### src/rtl/mul_iter_unit_pkg.sv
// Shared types for the iterative RV64M multiplier: op encodings, FSM states,
// and the full-adder cell used by the accumulate adder.
package mul_iter_unit_pkg;

  localparam int MUL_XLEN = 64;

  typedef enum logic [2:0] {
    MUL_OP_MUL    = 3'd0,
    MUL_OP_MULH   = 3'd1,
    MUL_OP_MULHSU = 3'd2,
    MUL_OP_MULHU  = 3'd3,
    MUL_OP_MULW   = 3'd4
  } mul_op_e;

  typedef enum logic [1:0] {
    MUL_ST_IDLE = 2'd0,
    MUL_ST_CALC = 2'd1,
    MUL_ST_DONE = 2'd2
  } mul_st_e;

  // One full-adder cell: returns {carry_out, sum}.
  function automatic logic [1:0] fa_cell(input logic a, input logic b, input logic ci);
    return {(a & b) | (a & ci) | (b & ci), a ^ b ^ ci};
  endfunction

  // Reserved encodings 5-7 behave as plain MUL.
  function automatic mul_op_e mul_op_decode(input logic [2:0] raw);
    mul_op_e op;
    case (raw)
      3'd1:    op = MUL_OP_MULH;
      3'd2:    op = MUL_OP_MULHSU;
      3'd3:    op = MUL_OP_MULHU;
      3'd4:    op = MUL_OP_MULW;
      default: op = MUL_OP_MUL;
    endcase
    return op;
  endfunction

endpackage

### src/rtl/mul_acc_adder.sv
// W-bit ripple-carry adder assembled from full-adder cells.
module mul_acc_adder
  import mul_iter_unit_pkg::*;
#(
  parameter int W = 128
) (
  input  logic [W-1:0] a_i,
  input  logic [W-1:0] b_i,
  output logic [W-1:0] sum_o,
  output logic         cout_o
);

  logic       carry;
  logic [1:0] fa_out;

  // Ripple the carry LSB to MSB; a block-local carry keeps the chain acyclic.
  always_comb begin
    carry  = 1'b0;
    fa_out = 2'b00;
    sum_o  = '0;
    for (int i = 0; i < W; i++) begin
      fa_out   = fa_cell(a_i[i], b_i[i], carry);
      sum_o[i] = fa_out[0];
      carry    = fa_out[1];
    end
    cout_o = carry;
  end

endmodule

### src/rtl/mul_iter_unit.sv
// Iterative shift-add RV64M multiplier (MUL/MULH/MULHSU/MULHU/MULW).
// Operands are converted to magnitudes on accept, one add-and-shift step runs
// per cycle, and the sign is applied in a single finishing cycle before DONE.
// Optional build macro MUL_EARLY_OUT_EN: stop iterating as soon as the
// remaining multiplier bits are all zero.
module mul_iter_unit
  import mul_iter_unit_pkg::*;
#(
  parameter int XLEN = MUL_XLEN
) (
  input  logic            clk,
  input  logic            rst,
  input  logic            flush_i,
  input  logic            mul_valid_i,
  output logic            mul_ready_o,
  input  logic [2:0]      mul_op_i,
  input  logic [XLEN-1:0] src1_i,
  input  logic [XLEN-1:0] src2_i,
  output logic            out_valid_o,
  input  logic            out_ready_i,
  output logic [XLEN-1:0] result_o,
  output logic            busy_o
);

  localparam int PW    = 2 * XLEN;
  localparam int HW    = XLEN / 2;
  localparam int CNT_W = $clog2(XLEN);

  mul_st_e          state_q,  state_d;
  mul_op_e          op_q,     op_d;
  logic [PW-1:0]    mcand_q,  mcand_d;
  logic [XLEN-1:0]  mplier_q, mplier_d;
  logic [PW-1:0]    acc_q,    acc_d;
  logic [CNT_W-1:0] cnt_q,    cnt_d;
  logic             neg_q,    neg_d;
  logic             fin_q,    fin_d;   // iterations over, sign/select pending
  logic [XLEN-1:0]  result_q, result_d;

  mul_op_e          op_in;
  logic             a_sgn, b_sgn;
  logic [XLEN-1:0]  a_raw, b_raw, a_mag, b_mag;
  logic [PW-1:0]    add_sum;
  logic             add_cout_unused;
  logic [XLEN-1:0]  mplier_nxt;
  logic [CNT_W-1:0] last_idx;
  logic             last_step;
  logic [PW-1:0]    prod;

  mul_acc_adder #(.W(PW)) u_acc_adder (
    .a_i    (acc_q),
    .b_i    (mcand_q),
    .sum_o  (add_sum),
    .cout_o (add_cout_unused)
  );

  // Decode the incoming request into operand magnitudes and result sign.
  always_comb begin
    op_in = mul_op_decode(mul_op_i);
    a_sgn = 1'b0;
    b_sgn = 1'b0;
    a_raw = src1_i;
    b_raw = src2_i;
    case (op_in)
      MUL_OP_MUL, MUL_OP_MULH: begin
        a_sgn = src1_i[XLEN-1];
        b_sgn = src2_i[XLEN-1];
      end
      MUL_OP_MULHSU: a_sgn = src1_i[XLEN-1];
      MUL_OP_MULW: begin
        a_raw = {{HW{1'b0}}, src1_i[HW-1:0]};
        b_raw = {{HW{1'b0}}, src2_i[HW-1:0]};
      end
      default: ;
    endcase
    // -(2^(XLEN-1)) wraps to itself, which is the correct unsigned magnitude.
    a_mag = a_sgn ? (XLEN)'(-a_raw) : a_raw;
    b_mag = b_sgn ? (XLEN)'(-b_raw) : b_raw;
  end

  // Signed product and per-op result selection used in the finishing cycle.
  always_comb begin
    prod = neg_q ? (PW)'(-acc_q) : acc_q;
    case (op_q)
      MUL_OP_MULH, MUL_OP_MULHSU, MUL_OP_MULHU: result_d = prod[PW-1:XLEN];
      MUL_OP_MULW: result_d = {{(XLEN-HW){prod[HW-1]}}, prod[HW-1:0]};
      default:     result_d = prod[XLEN-1:0];
    endcase
    if (state_q != MUL_ST_CALC || !fin_q || flush_i) result_d = result_q;
  end

  // Next-state and datapath update; flush overrides everything at the end.
  always_comb begin
    state_d  = state_q;
    op_d     = op_q;
    mcand_d  = mcand_q;
    mplier_d = mplier_q;
    acc_d    = acc_q;
    cnt_d    = cnt_q;
    neg_d    = neg_q;
    fin_d    = fin_q;

    mplier_nxt = mplier_q >> 1;
    last_idx   = (op_q == MUL_OP_MULW) ? CNT_W'(HW - 1) : CNT_W'(XLEN - 1);
`ifdef MUL_EARLY_OUT_EN
    last_step  = (cnt_q == last_idx) || (mplier_nxt == '0);
`else
    last_step  = (cnt_q == last_idx);
`endif

    case (state_q)
      MUL_ST_IDLE: begin
        if (mul_valid_i) begin
          state_d  = MUL_ST_CALC;
          op_d     = op_in;
          mcand_d  = {{XLEN{1'b0}}, a_mag};
          mplier_d = b_mag;
          acc_d    = '0;
          cnt_d    = '0;
          neg_d    = a_sgn ^ b_sgn;
          fin_d    = 1'b0;
        end
      end
      MUL_ST_CALC: begin
        if (!fin_q) begin
          if (mplier_q[0]) acc_d = add_sum;
          mcand_d  = mcand_q << 1;
          mplier_d = mplier_nxt;
          cnt_d    = cnt_q + CNT_W'(1);
          fin_d    = last_step;
        end else begin
          state_d = MUL_ST_DONE;
          fin_d   = 1'b0;
        end
      end
      MUL_ST_DONE: begin
        if (out_ready_i) state_d = MUL_ST_IDLE;
      end
      default: state_d = MUL_ST_IDLE;
    endcase

    if (flush_i) begin
      state_d = MUL_ST_IDLE;
      fin_d   = 1'b0;
    end
  end

  // State register with synchronous reset.
  always_ff @(posedge clk) begin
    if (rst) begin
      state_q  <= MUL_ST_IDLE;
      op_q     <= MUL_OP_MUL;
      mcand_q  <= '0;
      mplier_q <= '0;
      acc_q    <= '0;
      cnt_q    <= '0;
      neg_q    <= 1'b0;
      fin_q    <= 1'b0;
      result_q <= '0;
    end else begin
      state_q  <= state_d;
      op_q     <= op_d;
      mcand_q  <= mcand_d;
      mplier_q <= mplier_d;
      acc_q    <= acc_d;
      cnt_q    <= cnt_d;
      neg_q    <= neg_d;
      fin_q    <= fin_d;
      result_q <= result_d;
    end
  end

  assign mul_ready_o = (state_q == MUL_ST_IDLE);
  assign out_valid_o = (state_q == MUL_ST_DONE);
  assign busy_o      = (state_q != MUL_ST_IDLE);
  assign result_o    = result_q;

endmodule

### config.mk
export PLATFORM = sky130hd
export DESIGN_NAME = mul_iter_unit
export DESIGN_NICKNAME = d
export VERILOG_FILES = /design/src/rtl/mul_iter_unit_pkg.sv /design/src/rtl/mul_acc_adder.sv /design/src/rtl/mul_iter_unit.sv
export SDC_FILE = /design/constraint.sdc
export NUM_CORES = 1
export LEC_CHECK = 0
export BUFFER_PORTS_ARGS = -buffer_cell sky130_fd_sc_hd__clkbuf_2
export CORE_AREA = 2 2 233 235
export DETAILED_ROUTE_END_ITERATION = 7
export DIE_AREA = 0 0 235 237
export PLACE_DENSITY_LB_ADDON = 0.25
export SETUP_SLACK_MARGIN = 0.1
export SLEW_MARGIN = 40
export SYNTH_ARGS = -nofsm -noshare
export SYNTH_HDL_FRONTEND = slang
export SYNTH_SLANG_ARGS = --single-unit
export TNS_END_PERCENT = 5
### constraint.sdc
create_clock -name clk -period 67.1 [get_ports clk]
set_input_delay 3.355 -clock clk [delete_from_list [all_inputs] [get_ports clk]]
set_output_delay 3.355 -clock clk [all_outputs]
set_load 0.005 [all_outputs]
; Word-level counts from Yosys, hierarchy flattened
; Index checks and enable logic that the tools add are counted.
[word_totals]
regBits = 397
elab_cells = 966
out_inout_bits = 67
[op_classes]
addsub = 4
bitwise_logic = 887
n_reduce_logical = 16
n_mux = 30
n_eq_ne = 20
[ops]
columns = op, count
row1 = $mux W128, 6
row2 = $pmux W128 S2, 2
row3 = $mux W64, 6
row4 = $and A1 B1 Y1, 379
row5 = $pmux W64 S2, 2
row6 = $xor A1 B1 Y1, 256
row7 = $or A1 B1 Y1, 252
row8 = $neg A128 Y128, 1
row9 = $neg A64 Y64, 2
row10 = $mux W6, 3
row11 = $eq A3 B2 Y1 const B, 5
row12 = $pmux W3 S4, 1
row13 = $pmux W6 S2, 1
row14 = $eq A3 B1 Y1 const B, 3
row15 = $eq A3 B3 Y1 const B, 3
row16 = $ne A2 B2 Y1 const B, 4
row17 = $add A6 B1 Y6 const B, 1
row18 = $eq A6 B6 Y1, 1
row19 = $mux W2, 3
row20 = $pmux W2 S3, 1
row21 = $reduce_and A3 Y1, 2
row22 = $reduce_or A3 Y1, 2
row23 = $mux W1, 4
row24 = $ne A2 B1 Y1 const B, 2
row25 = 11 further kinds, 15

; Depth between registers and ports, before layout
; Gate-level depths: netlist (run 1).
[depth]
word_depth = 383
mapped_depth = 132
mapped_depth_nobuf = 132

; Cells and area by module
; A second synthesis (run 1) with hierarchy kept.
[unflattened]
hier_cells = 3250
hier_area_um2 = 25598.3
[modules_own_cells]
columns = mod, area_each_um2, instances, cells_each, seq_area_each_um2
row1 = mul_iter_unit, 23024.6, 1, 3117, 7947.6
row2 = mul_acc_adder, 2573.7, 1, 133, 0.0

; Worst setup path after synthesis (run 1)
; No wires, ideal clock.
[synth_timing]
path_type = reg2reg
start = register acc_q[0]
end = register acc_q[127]
setup_slack_ps = 18147
synth_period_minus_slack_ps = 48953
arrival_time_ps = 48820
path_buffers = 0
stages_incl_launch_ff = 133
required_ps = 66968
setup_ps = 132
cell_sequence = dfxtp_1 -> ha_1 -> inv_1 -> fa_1 -> fa_1 -> fa_1 -> fa_1 -> fa_1 -> fa_1 -> fa_1 -> fa_1 -> fa_1 -> fa_1 -> fa_1 -> fa_1 -> fa_1 -> fa_1 -> fa_1 -> (+97 left out) -> fa_1 -> fa_1 -> fa_1 -> fa_1 -> fa_1 -> fa_1 -> fa_1 -> fa_1 -> fa_1 -> fa_1 -> fa_1 -> fa_1 -> fa_1 -> fa_1 -> xnor2_1 -> nor2_1 -> o21ai_0 -> a21oi_1
[synth_between]
elab_chain_len = 383
[synth_rtl]
columns = element, line_no
row1 = from (decl), mul_iter_unit.sv:33  ; logic [PW-1:0] acc_q, acc_d;
row2 = from (signal assigned), mul_iter_unit.sv:154  ; acc_q <= '0;
row3 = from (signal assigned), mul_iter_unit.sv:164  ; acc_q <= acc_d;
row4 = $and A1 B1 Y1 *, mul_iter_unit_pkg.sv:23  ; return {(a & b) | (a & ci) | (b & ci), a ^ b ^ ci};
row5 = $and A1 B1 Y1, mul_iter_unit_pkg.sv:23
row6 = $or A1 B1 Y1, mul_iter_unit_pkg.sv:23
row7 = $or A1 B1 Y1 *, mul_iter_unit_pkg.sv:23
row8 = $and A1 B1 Y1, mul_iter_unit_pkg.sv:23
row9 = $or A1 B1 Y1, mul_iter_unit_pkg.sv:23
row10 = $or A1 B1 Y1 *, mul_iter_unit_pkg.sv:23
row11 = $and A1 B1 Y1, mul_iter_unit_pkg.sv:23
row12 = (+367 left out), --
row13 = $or A1 B1 Y1 *, mul_iter_unit_pkg.sv:23
row14 = $and A1 B1 Y1, mul_iter_unit_pkg.sv:23
row15 = $or A1 B1 Y1, mul_iter_unit_pkg.sv:23
row16 = $or A1 B1 Y1 *, mul_iter_unit_pkg.sv:23
row17 = $xor A1 B1 Y1 *, mul_iter_unit_pkg.sv:23
row18 = $mux W128 *, mul_iter_unit.sv:125  ; if (mplier_q[0]) acc_d = add_sum;
row19 = $mux W128 *, mul_iter_unit.sv:124  ; if (!fin_q) begin
row20 = $pmux W128 S2 *, mul_iter_unit.sv:110  ; case (state_q)
; Every way passes the cells marked *; elsewhere a longest branch is shown, timed or not. The select of a mux whose other input is x is not followed.
; A chain may end at the register's enable or synchronous reset.

; Final worst setup path (run 1)
; Ends and elaborated chain as after synthesis.

==> flow_summary_export.csv, run 1 <==
group,metric,value,unit
cts,cts_root_buffer,"clkbuf_16",
synthesis,synth.avg_cell_area,7.59,sq um
global_route,grt_overflow_total,0,
sta,min_period,51.39,ns
sta,whs,0.454,ns
floorplanning,num_io_pins,203,
setup_path,critPathSlowestCell,"dfxtp_1",
global_route,grt_pass1_vias,24616,
setup_path,r2r-start,"acc_q[0]",
floorplanning,core_area,0.0533,sq mm
sta,worst-slew-pin-transition,0.899,ns
floorplanning,rows,85,
finish,stdcell_count,4235,
detailed_routing,wl_met3,8150,um
finish,drive_gt1_frac,0.107,
cts,path_clk_slew,0.06,ns
floorplanning,dieArea,0.0557,sq mm
floorplanning,die_w,235,um
cts,clock_latency,0.61,ns
detailed_routing,via_per_inst,6.21,
synthesis,seq_area_frac_synth,0.301,
cts,hold_buffers,0,
synthesis,syn_nets,3750,
detailed_routing,top_layer_used,"met5",
power,ir_drop,0.0168,mV
setup_path,max_stage_delay,0.44,ns
sta,finalSetupViolCount,0,
global_route,grt_usage,0.313,
detailed_routing,drt_pass1_iterations,6,
synthesis,yosysTopAreaCell,"dfxtp_1",
sta,finalCritPeriodShare,0.766,
floorplanning,die_h,237,um
global_route,grt_max_degree,197,
finish,finalNetCount,3772,
setup_path,worstSetupStartpoint,"acc_q[0]",
detailed_routing,vias,26307,
detailed_routing,ant_nets,0,
sta,hold_viol_final,0,
status,status,"finished, final reports clean",
power,powerDensity,21.7,mW/mm^2
detailed_routing,drt_wl_total,89600,um
setup_path,startpoint_type,"register",
setup_path,path_class,"register to register",
synthesis,syn_inst,3483,
synthesis,netlist_area,0.0264,sq mm
synthesis,synth_seq_cells,397,
synthesis,yosysWarnings,0,
synthesis,netlist_top_cells_count,"nor2_1, dfxtp_1, a21oi_1",
worst_hold_path,whs_path_depth,1,
sta,drv_slew,0,
setup_path,required,67.58,ns
setup_path,cpMostUsedCell,"fa_1",
global_route,grt_pass1_wl,141000,um
cts,cts-resized-gates,0,
cts,cts_sinks,397,
sta,max_slew_margin,0.385,
setup_path,cp.arrival,51.87,ns
synthesis,synth_edf_count,0,
worst_hold_path,min_from,"result_o[2]",
placed_design,dp_hpwl,63700,um
worst_hold_path,hp-class,"register to register",
cts,cts_tree,"built",
sta,fmax,0.0195,GHz
synthesis,synth.distinct_cells,76,
finish,areaGrowthSynthToFinish,11.5,%
placed_design,placed_cells_incl_taps,4149,
detailed_routing,drc,0,
synthesis,synth_top_cell_area_share,0.301,
synthesis,async_flop_share,0,
sta,finClkSkew,0.0206,ns
cts,clock_path_buffers,3,
synthesis,synth_most_common_cell,"nor2_1",
detailed_routing,wl_per_cell,21.2,um
cts,cts_setup_buffers,0,
placed_design,numPortBuffers,202,
sta,grt_setup_unrepaired,"no",
job,cap_violations,0,
cts,ctsHtreeMaxLevel,2,
synthesis,synth_area_leaders,"dfxtp_1, fa_1, nor2_1",
cts,cts_buffers,47,
global_route,antenna_found_initial,9,
detailed_routing,met2_length,39400,um
placed_design,gp_congestion,0.952,
finish,final_util,0.553,
power,p_leak,0.0102,uW
setup_path,cp-end-kind,"register",
detailed_routing,drtIter0Drc,2483,
floorplanning,initial_core_util,0.496,
detailed_routing,wl_met1,37300,um
setup_path,path_max_fanout,6,
power,p_total,639,uW
setup_path,reg2reg_depth,132,
synthesis,synth_flop_cell,"dfxtp_1",
sta,setup_tns,0,ns
-- area by class of cell --
type / instances / area (sq um)
Clock buffer: 70 / 1380
Clock inverter: 12 / 209
Multi-Input combinational cell: 2540 / 16600
Sequential cell: 397 / 7950
Inverter: 274 / 1030
Antenna cell: 1 / 2.50
Timing Repair Buffer: 245 / 1430
Tap cell: 696 / 871
Fill cell: 5153 / 23800
-- worst max-delay path, delay by kind of cell (launching register included) --
kind            cells  cell delay, ns
fa+ha+maj         127           50.23
flops               1            0.44
compound gates      2            0.24
xor+xnor            1            0.19
buf+inv             1            0.05
simple gates        1            0.05
-- flip-flops by register name, summed over array words and instances, names as in the netlist --
| signal | cells |
|---|---|
| acc_q | 128 |
| cnt_q | 6 |
| fin_q | 1 |
| mcand_q | 128 |
| mplier_q | 64 |
| neg_q | 1 |
| op_q | 3 |
| result_o | 64 |
| state_q | 2 |
-- layout by cell type (no fill, tap or decap), types with 34 or more instances in the layout --
cell       instances
nor2_1           461
dfxtp_1          396
a21oi_1          323
inv_1            273
nor3_1           260
clkbuf_2         201
nand2_1          177
o21ai_0          131
fa_1             126
nand3_1          100
xnor2_1           99
nor4_1            88
a22oi_1           69
a31oi_1           56
o31ai_1           51
a211oi_1          48
clkbuf_16         48
nand4_1           46
xor2_1            45
or3_1             45
mux2i_1           38
or4_1             36
buf_4             34
-- power by group --
part	switching (uW)	internal (uW)
Sequential	5.67	244
Combinational	81.3	37.7
Clock	109	161
-- worst paths after layout --
kind	slack, ns	endpoint
max	15.71	acc_q[127]
min	0.45	result_o[2]
max reg2reg	15.71	acc_q[127]
min reg2reg	0.45	result_o[2]
-- per-layer routing --
layer | track usage | vias to the layer above
met1 | 0.416 | 12343
met3 | 0.0716 | 273
met2 | 0.488 | 1193
li1 | - | 12484
met4 | 0.140 | 14
met5 | 0 | -
-- logic make-up after synthesis --
logic type / after synthesis / share of synthesized area
adder cells (fa/ha/maj): 131 / 0.0978
flip-flops: 397 / 0.301
buffers and inverters: 546 / 0.0782
AO/OA/AOI/OAI: 895 / 0.218
AND/OR/NAND/NOR: 1330 / 0.242
XOR/XNOR: 145 / 0.0480
multiplexers: 39 / 0.0148
-- metrics by stage --
step | setup WS, ns | instance area [sq um]
after floorplan | 18.15 | 26400
after global placement | 16.29 | 27700
after detailed placement | 16.03 | 27800
after CTS | 15.88 | 29400
after global routing | 14.14 | 29500
final | 15.71 | 29500
No activity file was read; power rests on OpenSTA's default activity.
==> run 2, diff against run 1 <==
==> constraint.sdc (replaced) <==
create_clock -name clk -period 42.4 [get_ports clk]
set_input_delay 2.12 -clock clk [delete_from_list [all_inputs] [get_ports clk]]
set_output_delay 2.12 -clock clk [all_outputs]
set_load 0.005 [all_outputs]
==> flow_summary_export.csv, run 2 (same netlist as run 1, synthesis figures left out) <==
group,metric,value,unit
power,powerDensity,33.7,mW/mm^2
power,pwr-share-seq,0.389,
detailed_routing,drt_wl_total,89300,um
power,ir_drop,0.0260,mV
sta,setup_tns,-15.06,ns
power,swShare,0.306,
floorplanning,num_io_pins,203,
status,violations,"negative setup slack",
finish,antennaDiodeCount,0,
cts,cts_sinks,397,
power,p_clk_frac,0.422,
finish,areaGrowthSynthToFinish,13.7,%
worst_hold_path,min_from,"mplier_q[30]",
detailed_routing,vias,26451,
setup_path,r2r_end,"acc_q[127]",
setup_path,startpoint_type,"register",
detailed_routing,via_per_inst,6.20,
setup_path,path_max_fanout,2,
job,cap_violations,0,
cts,clock_path_buffers,3,
floorplanning,die_w,235,um
detailed_routing,wl_per_cell,20.9,um
setup_path,cp.arrival,45.71,ns
sta,finClkSkew,0.0296,ns
power,p_leak,0.0105,uW
detailed_routing,drt_pass1_iterations,8,
finish,stdcell_count,4264,
cts,path_clk_slew,0.06,ns
global_route,grt_max_degree,183,
setup_path,cp_num_buf_inv,1,
placed_design,numPortBuffers,202,
placed_design,dp_hpwl,63500,um
floorplanning,dieArea,0.0557,sq mm
detailed_routing,ant_nets,0,
power,switchingPower,310,uW
floorplanning,rows,85,
setup_path,cp-end-kind,"register",
detailed_routing,drtIter0Drc,2441,
setup_path,path_class,"register to register",
setup_path,r2r-start,"mcand_q[0]",
setup_path,cpMostUsedCell,"fa_2",
sta,worst_slack,-2.85,ns
sta,hold_viol_final,0,
cts,ctsHtreeMaxLevel,2,
placed_design,place_area,0.0283,sq mm
floorplanning,die_h,237,um
sta,grt_setup_unrepaired,"yes",
sta,finalSetupViolCount,9,
placed_design,gp_congestion,0.984,
cts,cts_tree,"built",
setup_path,crit_family,"adder cells",
setup_path,required,42.86,ns
finish,final_area,0.0301,sq mm
cts,cts_buffers,47,
global_route,grt_usage,0.313,
global_route,grt_overflow_total,0,
status,status,"finished, violations left",
power,p_int,703,uW
sta,min_period,45.25,ns
sta,worst-slew-pin-transition,0.939,ns
finish,mostFrequentLayoutCells,"nor2_1, dfxtp_1, a21oi_1",
global_route,antenna_found_initial,6,
finish,final_common_cell,"nor2_1",
detailed_routing,drc,0,
finish,num-fill-cells,5049,
global_route,grt_pass1_wl,141000,um
power,p_comb_frac,0.189,
setup_path,reg2reg_depth,132,
sta,finalCritPeriodShare,1.07,
worst_hold_path,min_to,"mplier_q[30]",
setup_path,max_stage_delay,0.38,ns
placed_design,placed_cells_incl_taps,4176,
setup_path,rrSetupSlack,-2.85,ns
cts,clock_latency,0.61,ns
finish,finalNetCount,3798,
finish,reg.largest.list,"acc_q x128, mcand_q x128",
sta,fmax,0.0221,GHz
floorplanning,core_area,0.0533,sq mm
floorplanning,initial_core_util,0.496,
finish,drive_gt1_frac,0.151,
worst_hold_path,hp-class,"register to register",
sta,max_slew_margin,0.369,
cts,cts_root_buffer,"clkbuf_16",
global_route,grt_pass1_vias,24481,
sta,drv_slew,0,
setup_path,critPathSlowestCell,"fa_2",
worst_hold_path,whs_path_depth,2,
## run 2: worst reg2reg max path, delay by kind of cell (launching register included)
kind                       cells  cell delay [ns]
and+or+nand+nor                1             0.06
adders and majority gates    127            44.25
xor gates and xnor gates       1             0.18
buffers and inverters          1             0.05
DFF                            1             0.32
AOI/OAI and AO/OA              2             0.24
## run 2: how the worst max path moves through the flow
| stage | to | startpoint | cells past startpoint |
|---|---|---|---|
| 4_1_cts | acc_q[127] | mcand_q[0] | 132 |
| 2_1_floorplan | acc_q[127] | acc_q[0] | 132 |
| 3_3_place_gp | acc_q[127] | mcand_q[0] | 132 |
| 5_1_grt | acc_q[127] | acc_q[0] | 132 |
| 3_5_place_dp | acc_q[127] | mcand_q[0] | 132 |
| 6_report | acc_q[127] | mcand_q[0] | 132 |
## run 2: power groups by stage
| stage | sequential (uW) | combinational (uW) | clock, uW |
|---|---|---|---|
| floorplan | 399 | 126 | 0 |
| global placement | 402 | 183 | 0 |
| detailed placement | 402 | 184 | 0 |
| CTS | 394 | 185 | 430 |
| global route | 395 | 206 | 447 |
| finish | 394 | 191 | 427 |
## run 2: through the flow
step | hold slack [ns] | power (uW) | setup slack (ns) | util
5_1_grt | 0.473 | 1050 | -3.70 | 0.564
3_5_place_dp | 0.444 | 586 | -2.71 | 0.532
6_report | 0.450 | 1010 | -2.85 | 0.564
3_3_place_gp | 0.439 | 584 | -2.54 | 0.530
4_1_cts | 0.452 | 1010 | -2.75 | 0.562
2_1_floorplan | 0.432 | 525 | -1.45 | -
## run 2: layout make-up
class                           instances  area (sq um)  area share
Clock inverter                         12           144     0.00479
Timing Repair Buffer                  271          1660      0.0552
Inverter                              274          1030      0.0342
Clock buffer                           74          1470      0.0489
Multi-Input combinational cell       2540         16900       0.563
Sequential cell                       397          7950       0.265
Tap cell                              696           871      0.0290
## run 2: metal layers
layer / GRT usage / share of wire / routed length [um]
met4: 0.143 / 0.048 / 4310
met3: 0.0666 / 0.092 / 8240
met5: 0 / 0.0010 / 90
met1: 0.419 / 0.42 / 37200
met2: 0.484 / 0.44 / 39500
## run 2: timing repair
action	in CTS	in global routing
hold buffers	0	0
buffers inserted	0	0
pin swaps	0	1
cloned	0	0
setup endpoints to repair	10	12
gates resized for setup	2	1
